File: config.mk
export PLATFORM = sky130hd
export DESIGN_NAME = multicycle_ctrl_fsm_flat
export DESIGN_NICKNAME = d
export VERILOG_FILES = /design/src/rtl/mips_ctrl_pkg.sv /design/src/rtl/multicycle_ctrl_fsm_if.sv /design/src/rtl/mem_wait_timer.sv /design/src/rtl/multicycle_ctrl_fsm.sv /design/src/flat_wrapper.sv
export SDC_FILE = /design/constraint.sdc
export NUM_CORES = 1
export LEC_CHECK = 0
export ABC_AREA = 1
export CAP_MARGIN = 5
export CORE_MARGIN = 2
export CORE_UTILIZATION = 39
export CTS_BUF_LIST = sky130_fd_sc_hd__clkbuf_8
export DETAILED_ROUTE_END_ITERATION = 10
export MAX_ROUTING_LAYER = met4
export PLACE_DENSITY = 0.83
export SKIP_LAST_GASP = 1
export SLEW_MARGIN = 20
export SYNTH_ARGS = -nofsm -noshare
export SYNTH_HDL_FRONTEND = slang
export SYNTH_SLANG_ARGS = --single-unit
File: constraint.sdc
create_clock -name Clk -period 2.4 [get_ports Clk]
set_clock_uncertainty 0.1 [all_clocks]
set_input_delay 0.6 -clock Clk [delete_from_list [all_inputs] [get_ports Clk]]
set_output_delay 0.6 -clock Clk [all_outputs]
set_load 0.05 [all_outputs]
File: src/rtl/mips_ctrl_pkg.sv
// Shared encodings for the multi-cycle MIPS control path: opcodes, FSM states and
// datapath mux/ALU select codes.
package mips_ctrl_pkg;

  localparam logic [5:0] OP_RTYPE = 6'b000000;
  localparam logic [5:0] OP_LW    = 6'b100011;
  localparam logic [5:0] OP_SW    = 6'b101011;
  localparam logic [5:0] OP_BEQ   = 6'b000100;
  localparam logic [5:0] OP_J     = 6'b000010;
  localparam logic [5:0] OP_ADDI  = 6'b001000;

  localparam logic [3:0] ST_RST    = 4'd0;
  localparam logic [3:0] ST_FETCH  = 4'd1;
  localparam logic [3:0] ST_DECODE = 4'd2;
  localparam logic [3:0] ST_MEMADR = 4'd3;
  localparam logic [3:0] ST_MEMRD  = 4'd4;
  localparam logic [3:0] ST_MEMWB  = 4'd5;
  localparam logic [3:0] ST_MEMWR  = 4'd6;
  localparam logic [3:0] ST_EXEC   = 4'd7;
  localparam logic [3:0] ST_RWB    = 4'd8;
  localparam logic [3:0] ST_BRANCH = 4'd9;
  localparam logic [3:0] ST_JUMP   = 4'd10;
  localparam logic [3:0] ST_ADDIEX = 4'd11;
  localparam logic [3:0] ST_ADDIWB = 4'd12;
  localparam logic [3:0] ST_TRAP   = 4'd13;

  localparam logic [1:0] ALUOP_ADD   = 2'b00;
  localparam logic [1:0] ALUOP_SUB   = 2'b01;
  localparam logic [1:0] ALUOP_FUNCT = 2'b10;

  localparam logic [1:0] SRCB_RT     = 2'b00;
  localparam logic [1:0] SRCB_FOUR   = 2'b01;
  localparam logic [1:0] SRCB_IMM    = 2'b10;
  localparam logic [1:0] SRCB_IMM_SH = 2'b11;

  localparam logic [1:0] PCSRC_ALU    = 2'b00;
  localparam logic [1:0] PCSRC_ALUOUT = 2'b01;
  localparam logic [1:0] PCSRC_JUMP   = 2'b10;

  // States that wait on the memory handshake and are covered by the timeout.
  function automatic logic is_mem_wait(input logic [3:0] st);
    return (st == ST_FETCH) || (st == ST_MEMRD) || (st == ST_MEMWR);
  endfunction

endpackage

File: src/rtl/multicycle_ctrl_fsm_if.sv
// Control bundle between the multi-cycle FSM (master) and the shared datapath (slave).
interface multicycle_ctrl_fsm_if;

  logic [31:0] Instruction;
  logic        Zero;
  logic        MemReady;
  logic        PCEn;
  logic        IorD;
  logic        MemRead;
  logic        MemWrite;
  logic        IRWrite;
  logic        RegDst;
  logic        MemtoReg;
  logic        RegWrite;
  logic        ALUSrcA;
  logic [1:0]  ALUSrcB;
  logic [1:0]  ALUOp;
  logic [1:0]  PCSource;
  logic        Trap;
  logic [3:0]  State;

  modport master (
    input  Instruction, Zero, MemReady,
    output PCEn, IorD, MemRead, MemWrite, IRWrite, RegDst, MemtoReg, RegWrite,
           ALUSrcA, ALUSrcB, ALUOp, PCSource, Trap, State
  );

  modport slave (
    output Instruction, Zero, MemReady,
    input  PCEn, IorD, MemRead, MemWrite, IRWrite, RegDst, MemtoReg, RegWrite,
           ALUSrcA, ALUSrcB, ALUOp, PCSource, Trap, State
  );

endinterface

File: src/rtl/mem_wait_timer.sv
// Counts cycles spent waiting on MemReady and flags a timeout on the last allowed cycle.
module mem_wait_timer #(
  parameter int unsigned MEM_TIMEOUT = 16,
  parameter int unsigned CNT_W       = 5
) (
  input  logic Clk,
  input  logic Rst,
  input  logic waiting,
  input  logic clear,
  input  logic mem_ready,
  output logic timeout
);

  logic [CNT_W-1:0] cnt_q, cnt_d;

  always_comb begin
    cnt_d = cnt_q;
    if (clear || mem_ready) begin
      cnt_d = '0;
    end else if (waiting) begin
      cnt_d = cnt_q + CNT_W'(1);
    end
  end

  always_ff @(posedge Clk or posedge Rst) begin
    if (Rst) begin
      cnt_q <= '0;
    end else begin
      cnt_q <= cnt_d;
    end
  end

  // A ready on the final cycle still completes the access.
  assign timeout = (MEM_TIMEOUT != 0) && waiting && !mem_ready &&
                   (cnt_q == CNT_W'(MEM_TIMEOUT - 1));

endmodule

File: src/rtl/multicycle_ctrl_fsm.sv
// Control FSM for the shared multi-cycle MIPS datapath; outputs decode from the state
// register, with only IRWrite/PCEn in FETCH and PCEn in BRANCH qualified by inputs.
module multicycle_ctrl_fsm
  import mips_ctrl_pkg::*;
#(
  parameter int unsigned MEM_TIMEOUT = 16,
  parameter int unsigned CNT_W       = 5
) (
  input logic                    Clk,
  input logic                    Rst,
  multicycle_ctrl_fsm_if.master  bus
);

  logic [3:0] state_q, state_d;
  logic [5:0] opcode;
  logic       timeout;
  logic       pc_write;
  logic       pc_write_cond;
  logic       unused_ir;

  assign opcode    = bus.Instruction[31:26];
  assign unused_ir = ^bus.Instruction[25:0];

  mem_wait_timer #(
    .MEM_TIMEOUT (MEM_TIMEOUT),
    .CNT_W       (CNT_W)
  ) u_timer (
    .Clk       (Clk),
    .Rst       (Rst),
    .waiting   (is_mem_wait(state_q)),
    .clear     (is_mem_wait(state_d) && (state_d != state_q)),
    .mem_ready (bus.MemReady),
    .timeout   (timeout)
  );

  always_comb begin
    state_d = state_q;
    unique case (state_q)
      ST_RST:    state_d = ST_FETCH;
      ST_FETCH:  state_d = bus.MemReady ? ST_DECODE : (timeout ? ST_TRAP : ST_FETCH);
      ST_DECODE: begin
        unique case (opcode)
          OP_RTYPE:     state_d = ST_EXEC;
          OP_LW, OP_SW: state_d = ST_MEMADR;
          OP_BEQ:       state_d = ST_BRANCH;
          OP_J:         state_d = ST_JUMP;
          OP_ADDI:      state_d = ST_ADDIEX;
          default:      state_d = ST_TRAP;
        endcase
      end
      ST_MEMADR: state_d = (opcode == OP_LW) ? ST_MEMRD :
                           (opcode == OP_SW) ? ST_MEMWR : ST_TRAP;
      ST_MEMRD:  state_d = bus.MemReady ? ST_MEMWB : (timeout ? ST_TRAP : ST_MEMRD);
      ST_MEMWB:  state_d = ST_FETCH;
      ST_MEMWR:  state_d = bus.MemReady ? ST_FETCH : (timeout ? ST_TRAP : ST_MEMWR);
      ST_EXEC:   state_d = ST_RWB;
      ST_RWB:    state_d = ST_FETCH;
      ST_BRANCH: state_d = ST_FETCH;
      ST_JUMP:   state_d = ST_FETCH;
      ST_ADDIEX: state_d = ST_ADDIWB;
      ST_ADDIWB: state_d = ST_FETCH;
      default:   state_d = ST_TRAP;
    endcase
  end

  always_ff @(posedge Clk or posedge Rst) begin
    if (Rst) begin
      state_q <= ST_RST;
    end else begin
      state_q <= state_d;
    end
  end

  always_comb begin
    pc_write      = 1'b0;
    pc_write_cond = 1'b0;
    bus.IorD      = 1'b0;
    bus.MemRead   = 1'b0;
    bus.MemWrite  = 1'b0;
    bus.IRWrite   = 1'b0;
    bus.RegDst    = 1'b0;
    bus.MemtoReg  = 1'b0;
    bus.RegWrite  = 1'b0;
    bus.ALUSrcA   = 1'b0;
    bus.ALUSrcB   = SRCB_RT;
    bus.ALUOp     = ALUOP_ADD;
    bus.PCSource  = PCSRC_ALU;
    bus.Trap      = 1'b0;
    unique case (state_q)
      ST_FETCH: begin
        bus.MemRead = 1'b1;
        bus.ALUSrcB = SRCB_FOUR;
        bus.IRWrite = bus.MemReady;
        pc_write    = bus.MemReady;
      end
      ST_DECODE: bus.ALUSrcB = SRCB_IMM_SH;
      ST_MEMADR, ST_ADDIEX: begin
        bus.ALUSrcA = 1'b1;
        bus.ALUSrcB = SRCB_IMM;
      end
      ST_MEMRD: begin
        bus.IorD    = 1'b1;
        bus.MemRead = 1'b1;
      end
      ST_MEMWB: begin
        bus.MemtoReg = 1'b1;
        bus.RegWrite = 1'b1;
      end
      ST_MEMWR: begin
        bus.IorD     = 1'b1;
        bus.MemWrite = 1'b1;
      end
      ST_EXEC: begin
        bus.ALUSrcA = 1'b1;
        bus.ALUOp   = ALUOP_FUNCT;
      end
      ST_RWB: begin
        bus.RegDst   = 1'b1;
        bus.RegWrite = 1'b1;
      end
      ST_BRANCH: begin
        bus.ALUSrcA   = 1'b1;
        bus.ALUOp     = ALUOP_SUB;
        bus.PCSource  = PCSRC_ALUOUT;
        pc_write_cond = 1'b1;
      end
      ST_JUMP: begin
        bus.PCSource = PCSRC_JUMP;
        pc_write     = 1'b1;
      end
      ST_ADDIWB: bus.RegWrite = 1'b1;
      ST_TRAP:   bus.Trap     = 1'b1;
      default: ;
    endcase
  end

  assign bus.PCEn  = pc_write | (pc_write_cond & bus.Zero);
  assign bus.State = state_q;

endmodule
File: src/flat_wrapper.sv
// flat-port wrapper written by rule: the top's interface ports become plain ports
module multicycle_ctrl_fsm_flat import mips_ctrl_pkg::*;
#(
  parameter int unsigned MEM_TIMEOUT = 16,
  parameter int unsigned CNT_W       = 5
)
  (Clk, Rst, bus_Instruction, bus_Zero, bus_MemReady, bus_PCEn, bus_IorD, bus_MemRead, bus_MemWrite, bus_IRWrite, bus_RegDst, bus_MemtoReg, bus_RegWrite, bus_ALUSrcA, bus_ALUSrcB, bus_ALUOp, bus_PCSource, bus_Trap, bus_State);
  multicycle_ctrl_fsm_if bus_i ();
  input logic Clk;
  input logic Rst;
  input wire logic [$bits(bus_i.Instruction)-1:0] bus_Instruction;
  input wire logic [$bits(bus_i.Zero)-1:0] bus_Zero;
  input wire logic [$bits(bus_i.MemReady)-1:0] bus_MemReady;
  output wire logic [$bits(bus_i.PCEn)-1:0] bus_PCEn;
  output wire logic [$bits(bus_i.IorD)-1:0] bus_IorD;
  output wire logic [$bits(bus_i.MemRead)-1:0] bus_MemRead;
  output wire logic [$bits(bus_i.MemWrite)-1:0] bus_MemWrite;
  output wire logic [$bits(bus_i.IRWrite)-1:0] bus_IRWrite;
  output wire logic [$bits(bus_i.RegDst)-1:0] bus_RegDst;
  output wire logic [$bits(bus_i.MemtoReg)-1:0] bus_MemtoReg;
  output wire logic [$bits(bus_i.RegWrite)-1:0] bus_RegWrite;
  output wire logic [$bits(bus_i.ALUSrcA)-1:0] bus_ALUSrcA;
  output wire logic [$bits(bus_i.ALUSrcB)-1:0] bus_ALUSrcB;
  output wire logic [$bits(bus_i.ALUOp)-1:0] bus_ALUOp;
  output wire logic [$bits(bus_i.PCSource)-1:0] bus_PCSource;
  output wire logic [$bits(bus_i.Trap)-1:0] bus_Trap;
  output wire logic [$bits(bus_i.State)-1:0] bus_State;
  assign bus_i.Instruction = bus_Instruction;
  assign bus_i.Zero = bus_Zero;
  assign bus_i.MemReady = bus_MemReady;
  assign bus_PCEn = bus_i.PCEn;
  assign bus_IorD = bus_i.IorD;
  assign bus_MemRead = bus_i.MemRead;
  assign bus_MemWrite = bus_i.MemWrite;
  assign bus_IRWrite = bus_i.IRWrite;
  assign bus_RegDst = bus_i.RegDst;
  assign bus_MemtoReg = bus_i.MemtoReg;
  assign bus_RegWrite = bus_i.RegWrite;
  assign bus_ALUSrcA = bus_i.ALUSrcA;
  assign bus_ALUSrcB = bus_i.ALUSrcB;
  assign bus_ALUOp = bus_i.ALUOp;
  assign bus_PCSource = bus_i.PCSource;
  assign bus_Trap = bus_i.Trap;
  assign bus_State = bus_i.State;
  multicycle_ctrl_fsm #(.MEM_TIMEOUT(MEM_TIMEOUT), .CNT_W(CNT_W)) u_core (.Clk(Clk), .Rst(Rst), .bus(bus_i));
endmodule
# Word-level counts from Yosys, hierarchy flattened
# Cells that the tools add are included.
[totals] elab_cells=73 output_inout_bits=20 ff_bits=9
[classes] reduce_logical=19 mux=26 n_bitwise=2 n_eq_ne=23 n_addsub=1
[op_table] operator="two-way mux 4 bit" count=8
[op_table] operator="one-hot mux 4 bit (8 select lines)" count=1
[op_table] operator="== test 4 x 3 -> 1 bit (second input constant)" count=6
[op_table] operator="== test 4 bit (second input constant)" count=6
[op_table] operator="one-hot mux 4 bit (5 select lines)" count=1
[op_table] operator="== test 6 bit (second input constant)" count=2
[op_table] operator="two-way mux 1 bit" count=10
[op_table] operator="two-way mux 5 bit" count=2
[op_table] operator="== test 4 x 1 -> 1 bit (second input constant)" count=2
[op_table] operator="== test 4 x 2 -> 1 bit (second input constant)" count=2
[op_table] operator="one-hot mux 2 bit (2 select lines)" count=2
[op_table] operator="OR reduction 2 bit" count=4
[op_table] operator="== test 6 x 2 -> 1 bit (second input constant)" count=1
[op_table] operator="== test 6 x 3 -> 1 bit (second input constant)" count=1
[op_table] operator="== test 6 x 4 -> 1 bit (second input constant)" count=1
[op_table] operator="zero test 6 bit" count=1
[op_table] operator="one-hot mux 2 bit (3 select lines)" count=1
[op_table] operator="OR reduction 6 bit" count=1
[op_table] operator="adder 5 x 1 -> 5 bit (second input constant)" count=1
[op_table] operator="== test 5 x 4 -> 1 bit (second input constant)" count=1
[op_table] operator="logical OR 1 bit" count=5
[op_table] operator="zero test 4 bit" count=1
[op_table] operator="!= test 4 bit" count=1
[op_table] operator="OR reduction 4 bit" count=1
[op_table] operator="7 further kinds" count=9

# Longest topological paths before layout
# Gate-level depths: netlist of the first run.
[logic_depth] ltp_word=14 mapped_depth=15 mapped_depth_nobuf=15

# Cells and area by module
# From an unflattened synthesis of the first run, not the netlist that was laid out.
[unflattened] cells_unflattened=154 area_unflattened_um2=885.8
[modules_own_cells] module="multicycle_ctrl_fsm" instances=1 area_per_inst_um2=594.3 cells_per_inst=120
[modules_own_cells] module="mem_wait_timer" instances=1 area_per_inst_um2=291.5 cells_per_inst=34

# Worst setup path before layout of the first run
# OpenSTA, ideal clock, no wires.
[synth_path] kind="reg-to-output" from="register u_core.state_q[0], in the netlist u_core.bus.State[0]" to="output port bus_PCEn" t_required_ns=1.700 slack_ns=-0.482 path_buffers=1 arrival_ns=2.182 path_stages_with_launch=6 path_cell_list="dfrtp_1 > buf_6 > nand2_1 > nor2_1 > nand2_1 > nand3_1"
[synth_between] elab_chain_len=4 word_cells_on_any_way=7 cone_classes="3 x eq/ne; 2 x mux; 2 x bitwise"
[synth_lines] element="start: declaration" line_no="multicycle_ctrl_fsm.sv:14" rtl="logic [3:0] state_q, state_d;"
[synth_lines] element="start signal: assignment" line_no="multicycle_ctrl_fsm.sv:70" rtl="state_q <= state_d;"
[synth_lines] element="== test 4 bit" line_no="multicycle_ctrl_fsm.sv:89" rtl="unique case (state_q)"
[synth_lines] element="two-way mux 1 bit" line_no="multicycle_ctrl_fsm.sv:89"
[synth_lines] element="AND 1 bit" line_no="multicycle_ctrl_fsm.sv:137" rtl="assign bus.PCEn = pc_write | (pc_write_cond & bus.Zero);"
[synth_lines] element="OR 1 bit *" line_no="multicycle_ctrl_fsm.sv:137"
[synth_lines] element="end: declaration" line_no="flat_wrapper.sv:14" rtl="output wire logic [$bits(bus_i.PCEn)-1:0] bus_PCEn;"
# Every way passes the cells marked *; elsewhere a longest branch is shown, timed or not.

# Final worst setup path of the first run
[layout_path] from="register u_core.state_q[2], in the netlist u_core.bus.State[2]" to="output port bus_State[2]"
[layout_lines] element="end: declaration" line_no="flat_wrapper.sv:27" rtl="output wire logic [$bits(bus_i.State)-1:0] bus_State;"
# No word-level cell between the ends.

==> qor.csv, run 1 <==
stage,metric,value,unit
timing,setup_slack,0.108,ns
grt,track_usage,23.9,%
clocking,clock_latency,0.23,ns
floorplan,die_h,53.2,um
setup_path,crit_type,reg -> out,
grt,grt_max_degree,10,
logic_synthesis,synth-async-reset-ratio,100,%
drt,wl,2.72,mm
placed_design,place.gp.congestion,0.974,
power_and_ir_drop,power.leakage,0.778,nW
setup_path,end_kind,output port,
placed_design,post-place-ws,-0.0480,ns
timing,max_freq,436,MHz
finish,drive_gt1_share,27.3,%
power_and_ir_drop,peakVddDrop,803,uV
timing,min_period,2.29,ns
timing,tightestPinTransition,0.513,ns
timing,setup_viol,0,
floorplan,row_count,17,
logic_synthesis,synth-seq-area-share,23.8,%
logic_synthesis,synth_nets,196,
setup_path,cp_num_buf_inv,1,
finish,finalInstanceArea,1510,sq um
logic_synthesis,synth_seq_cells,9,
clocking,root_buffer,clkbuf_8,
logic_synthesis,synth_flop_cell,dfrtp_1,
drt,drt_iter0_markers,32,
setup_path,critical_path.max_stage_delay,0.86,ns
drt,dr.pass1.iters,4,
setup_path,crit_slowest_cell,clkdlybuf4s50_1,
finish,seq_area,228,sq um
logic_synthesis,synth_edf_count,0,
drt,vias,1141,
grt,grt_pass1_wl,4.78,mm
status,status,completed,
timing,slew_viol_final,0,
setup_path,cp_max_fo,7,
logic_synthesis,synth_cell_types,25,
grt,antenna_found_initial,0,
grt,grt_overflow,0,
logic_synthesis,syn_area,945,sq um
floorplan,start_util,41.9,%
grt,grt_pass1_vias,1153,
logic_synthesis,synthTopCellsByArea,"dfrtp_1 24%, nand2_1 17%, nor2_1 13%",
worst_hold_path,hp-class,reg -> reg,
clocking,hold_buffers,0,
floorplan,die-area,2830,sq um
drt,drc_errors,0,
flow_run,drv_cap,0,
logic_synthesis,yosys_warnings,0,
placed_design,place_area,1460,sq um
logic_synthesis,yosysTopAreaCellShare,23.8,%
setup_path,crit_required,1.70,ns
setup_path,cp_cell_sequence,clkdlybuf4s50_1,
logic_synthesis,yosysMostFrequentCell,nand2_1,
clocking,cts_sinks,9,
clocking,cts_tree,built,
setup_path,start_kind,flop,
logic_synthesis,yosys-top-cells-count,"42 x nand2_1, 33 x nor2_1, 18 x inv_1",
clocking,path_clk_slew,0.04,ns
logic_synthesis,avgSynthCellArea,5.98,sq um
logic_synthesis,synth_top_area_cell,dfrtp_1,
timing,period_share,95.5,%
floorplan,io_pins,56,
finish,layout.nets,233,
drt,ant_nets,0,
setup_path,crit_family,buffers and inverters,
drt,wl_per_cell,12.3,um
finish,multiInputGateArea,628,sq um
power_and_ir_drop,power_density,1400,nW/um^2
finish,antennaDiodeCount,0,
logic_synthesis,postSynthCellCount,158,
floorplan,core,2250,sq um
clocking,htreeDepth,1,
placed_design,dp_hpwl,2.31,mm
floorplan,die_w,53.2,um
placed_design,portBuffers,29,
drt,via_per_inst,5.14,
timing,rsz0062_at_grt,false,
timing,hold_violations,0,
timing,timing.slew.headroom,65.7,%
finish,fill_cells,190,
clocking,cts.path.max_buffers,2,
clocking,numCtsBuffers,3,
finish,syn_to_final_growth,60.3,%
setup_path,arrival,1.59,ns
[per-stage QoR]
| stage | hold slack, ns | power (mW) | setup TNS (ns) | std cells | utilization [%] |
|---|---|---|---|---|---|
| after floorplan | 0.328 | 1.30 | -0.197 | 158 | - |
| after global placement | 0.441 | 1.90 | 0 | 218 | 64.8 |
| after detailed placement | 0.460 | 1.94 | -0.223 | 218 | 64.8 |
| after CTS | 0.472 | 2.11 | 0 | 222 | 66.8 |
| after global routing | 0.513 | 2.26 | 0 | 222 | 67.1 |
| final | 0.479 | 2.11 | 0 | 222 | 67.1 |
[registers in the layout (all words and copies together), names as in the netlist]
register	count
u_core.bus.State	4
u_core.u_timer.cnt_q	5
[per-layer routing]
| layer | share of wire [%] | GRT usage (%) | up-vias | routed length, um |
|---|---|---|---|---|
| li1 | - | - | 560 | - |
| met1 | 38 | 25.2 | 505 | 1040 |
| met2 | 51 | 40.1 | 60 | 1380 |
| met3 | 7.2 | 4.80 | 16 | 196 |
| met4 | 4.0 | 16.2 | 0 | 110 |
| met5 | 0 | - | - | 0 |
[cells by family (layout without fill, tap and decap cells)]
kind of cell / count (synthesis) / in the layout / share of synthesized area [%]
and+or+nand+nor: 111 / 111 / 54.4
buffers and inverters: 26 / 62 / 11.8
DFF: 9 / 9 / 23.8
AOI/OAI and AO/OA: 6 / 6 / 3.44
xor gates and xnor gates: 3 / 3 / 2.78
adders and majority gates: 2 / 2 / 2.65
muxes: 1 / 1 / 1.06
[what timing repair did]
action	in CTS	in global routing
gates resized for setup	0	4
endpoints found under the setup margin	0	1
setup buffers	0	0
hold endpoints to repair	0	0
[power breakdown]
| group | total (mW) | internal [mW] | switching (mW) |
|---|---|---|---|
| clock network | 0.167 | 0.111 | 0.0562 |
| logic | 1.68 | 0.663 | 1.02 |
| registers | 0.265 | 0.195 | 0.0701 |
| total | 2.11 | 0.968 | 1.15 |
[worst paths after layout]
kind | start | end | slack (ns) | cells past startpoint
min in group asynchronous | Rst | u_core.bus.State[3] | 0.53 | 2
worst max register to register | u_core.u_timer.cnt_q[0] | u_core.u_timer.cnt_q[2] | 0.16 | 15
worst max-delay path | u_core.bus.State[2] | bus_State[2] | 0.11 | 1
max in group asynchronous | Rst | u_core.bus.State[1] | 1.40 | 2
worst min-delay path | u_core.u_timer.cnt_q[3] | u_core.u_timer.cnt_q[3] | 0.48 | 2
worst min register to register | u_core.u_timer.cnt_q[3] | u_core.u_timer.cnt_q[3] | 0.48 | 2
[layout by cell type, fill, tap and decap left out, drive strengths merged]
master         synthesis  routed
inv                   23      24
clkdlybuf4s50          0      12
nand3                 15      15
mux2i                  1       1
o21ai                  5       5
nor2                  44      44
xor2                   2       2
ha                     2       2
clkbuf                 0       3
nand4                  5       5
o211ai                 1       1
xnor2                  1       1
dfrtp                  9       9
buf                    2      22
and3                   1       1
clkinv                 1       1
nand2                 46      46
[layout make-up]
class,count,area share (%)
multi-input combinational,123,41.5
clock inverter,1,0.248
inverter,24,6.12
timing repair buffer,34,32.1
sequential,9,15.0
clock buffer,3,2.73
tap,28,2.31
(Power assumes the default switching activity.)
==> run 2, diff against run 1 <==
Settings changed: CORE_UTILIZATION 39 to 37, CTS_BUF_LIST sky130_fd_sc_hd__clkbuf_8 to sky130_fd_sc_hd__clkbuf_4 sky130_fd_sc_hd__clkbuf_8 sky130_fd_sc_hd__clkbuf_16, PLACE_DENSITY 0.83 to 0.79, SLEW_MARGIN 20 to 5.
Clock period 2.4 ns to 2.6 ns, I/O delays scaled along.
==> qor.csv, run 2 (synthesized netlist as in run 1, its figures left out) <==
stage,metric,value,unit
clocking,clock_latency,0.25,ns
floorplan,die_w,54.5,um
finish,fin_util,54.3,%
status,status,completed,
grt,grt_pass1_wl,3.79,mm
finish,drive_gt1_share,23.2,%
timing,max_freq,400,MHz
floorplan,core,2450,sq um
timing,timing.slew.headroom,65.4,%
setup_path,crit_family,buffers and inverters,
power_and_ir_drop,power_switching_share,57.1,%
setup_path,critical_path.max_stage_delay,0.48,ns
floorplan,start_util,38.5,%
worst_hold_path,hp-class,reg -> reg,
setup_path,r2r-start,u_core.u_timer.cnt_q[0],
placed_design,dp_hpwl,1.88,mm
clocking,post_cts_buffers,0,
timing,min_period,2.50,ns
grt,met2_usage,29.7,%
setup_path,crit_type,in -> out,
clocking,cts_sinks,9,
power_and_ir_drop,peakVddDrop,876,uV
power_and_ir_drop,power.leakage,0.719,nW
finish,largest_reg_flops,5,
grt,antenna_found_initial,0,
grt,track_usage,18.0,%
grt,met1_usage,22.3,%
power_and_ir_drop,power,1.75,mW
setup_path,cp_max_fo,6,
drt,vias,1045,
setup_path,end_kind,output port,
drt,drc_errors,0,
drt,dr.pass1.iters,4,
worst_hold_path,holdPathStages,2,
power_and_ir_drop,switchingPower,0.998,mW
flow_run,drv_cap,0,
timing,slew_viol_final,0,
grt,grt_overflow,0,
setup_path,crit_start,bus_MemReady,
setup_path,cp_cell_sequence,clkdlybuf4s50_1 > inv_1 > nor2_4 > inv_2 > nand3_1 > buf_12,
power_and_ir_drop,power_density,1310,nW/um^2
placed_design,place.gp.congestion,0.887,
drt,drt_iter0_markers,16,
clocking,hold_buffers,0,
finish,top_register,u_core.u_timer.cnt_q,
setup_path,start_kind,input pin,
clocking,numCtsBuffers,3,
setup_path,crit_cells,6,
power_and_ir_drop,p_int,0.751,mW
drt,wl_per_cell,10.1,um
setup_path,reg2reg_slack,0.39,ns
finish,layout_common_cells,"42 x nand2_1, 32 x nor2_1, 18 x inv_1",
grt,met3_usage,2.19,%
power_and_ir_drop,pwr-share-clk,6.6,%
setup_path,r2r-end,u_core.u_timer.cnt_q[4],
power_and_ir_drop,power_frac_seq,13.9,%
timing,finalSetupTns,0,ns
finish,antennaDiodeCount,0,
timing,whs,0.469,ns
finish,final_common_cell,nand2_1,
clocking,path_clk_slew,0.06,ns
finish,syn_to_final_growth,41.2,%
clocking,root_buffer,clkbuf_4,
power_and_ir_drop,p_comb_share,79.5,%
grt,grt_pass1_vias,927,
drt,wl,2.23,mm
clocking,cts_resized,0,
finish,layout.nets,229,
setup_path,r2r_cells,15,
clocking,cts_tree,built,
timing,rsz0062_at_grt,false,
grt,grt_busiest_layer,met2,
timing,setup_slack,0.101,ns
drt,via_per_inst,4.75,
floorplan,row_count,18,
floorplan,io_pins,56,
setup_path,crit_required,1.85,ns
timing,hold_violations,0,
timing,tightestPinTransition,0.517,ns
setup_path,cp_num_buf_inv,4,
timing,setup_viol,0,
grt,grt_max_degree,10,
placed_design,portBuffers,29,
clocking,htreeDepth,1,
setup_path,arrival,1.75,ns
drt,ant_nets,0,
placed_design,post-place-ws,0.0858,ns
timing,period_share,96.1,%
floorplan,die-area,2970,sq um
floorplan,die_h,54.5,um
setup_path,critPathCapture,bus_PCEn,
setup_path,crit_slowest_cell,clkdlybuf4s50_1,
clocking,cts.path.max_buffers,2,
[run 2: routing by layer]
metal | vias to the layer above | part of all wire, %
met5 | - | 0
met4 | 0 | 0.99
met3 | 4 | 5.6
met2 | 30 | 47
met1 | 451 | 46
li1 | 560 | -
[run 2: final cells by class]
type                    instances  area (sq um)
fillers                       254          1120
repair buffers                 30           333
flip-flops and latches          9           225
inverters                      24          92.6
multi-input cells             123           616
clock buffers                   4          30.0
well taps                      30          37.5
[run 2: worst register-to-register path, delay by kind of cell, from the launching register on]
family / cells / cell delay, ns
adders and majority gates: 2 / 0.38
buffers and inverters: 2 / 0.16
DFF: 1 / 0.40
and+or+nand+nor: 11 / 1.05
[run 2: worst min path at each step]
stage | slack [ns] | to | startpoint
floorplan | 0.38 | u_core.bus.State[0] | Rst
global placement | 0.44 | u_core.u_timer.cnt_q[3] | u_core.u_timer.cnt_q[3]
detailed placement | 0.45 | u_core.u_timer.cnt_q[3] | u_core.u_timer.cnt_q[3]
CTS | 0.47 | u_core.u_timer.cnt_q[3] | u_core.u_timer.cnt_q[3]
global route | 0.50 | u_core.u_timer.cnt_q[3] | u_core.u_timer.cnt_q[3]
finish | 0.47 | u_core.u_timer.cnt_q[3] | u_core.u_timer.cnt_q[3]
[run 2: power groups by stage]
stage / Sequential [mW] / Clock, mW / Combinational [mW]
detailed placement: 0.246 / 0 / 1.39
finish: 0.244 / 0.116 / 1.39
global route: 0.251 / 0.127 / 1.51
CTS: 0.244 / 0.122 / 1.40
global placement: 0.246 / 0 / 1.39
floorplan: 0.298 / 0 / 0.893
[run 2: stage by stage]
stage,instance area [sq um],instances
floorplan,952,158
global placement,1300,216
detailed placement,1300,216
CTS,1330,220
global route,1330,220
finish,1330,220
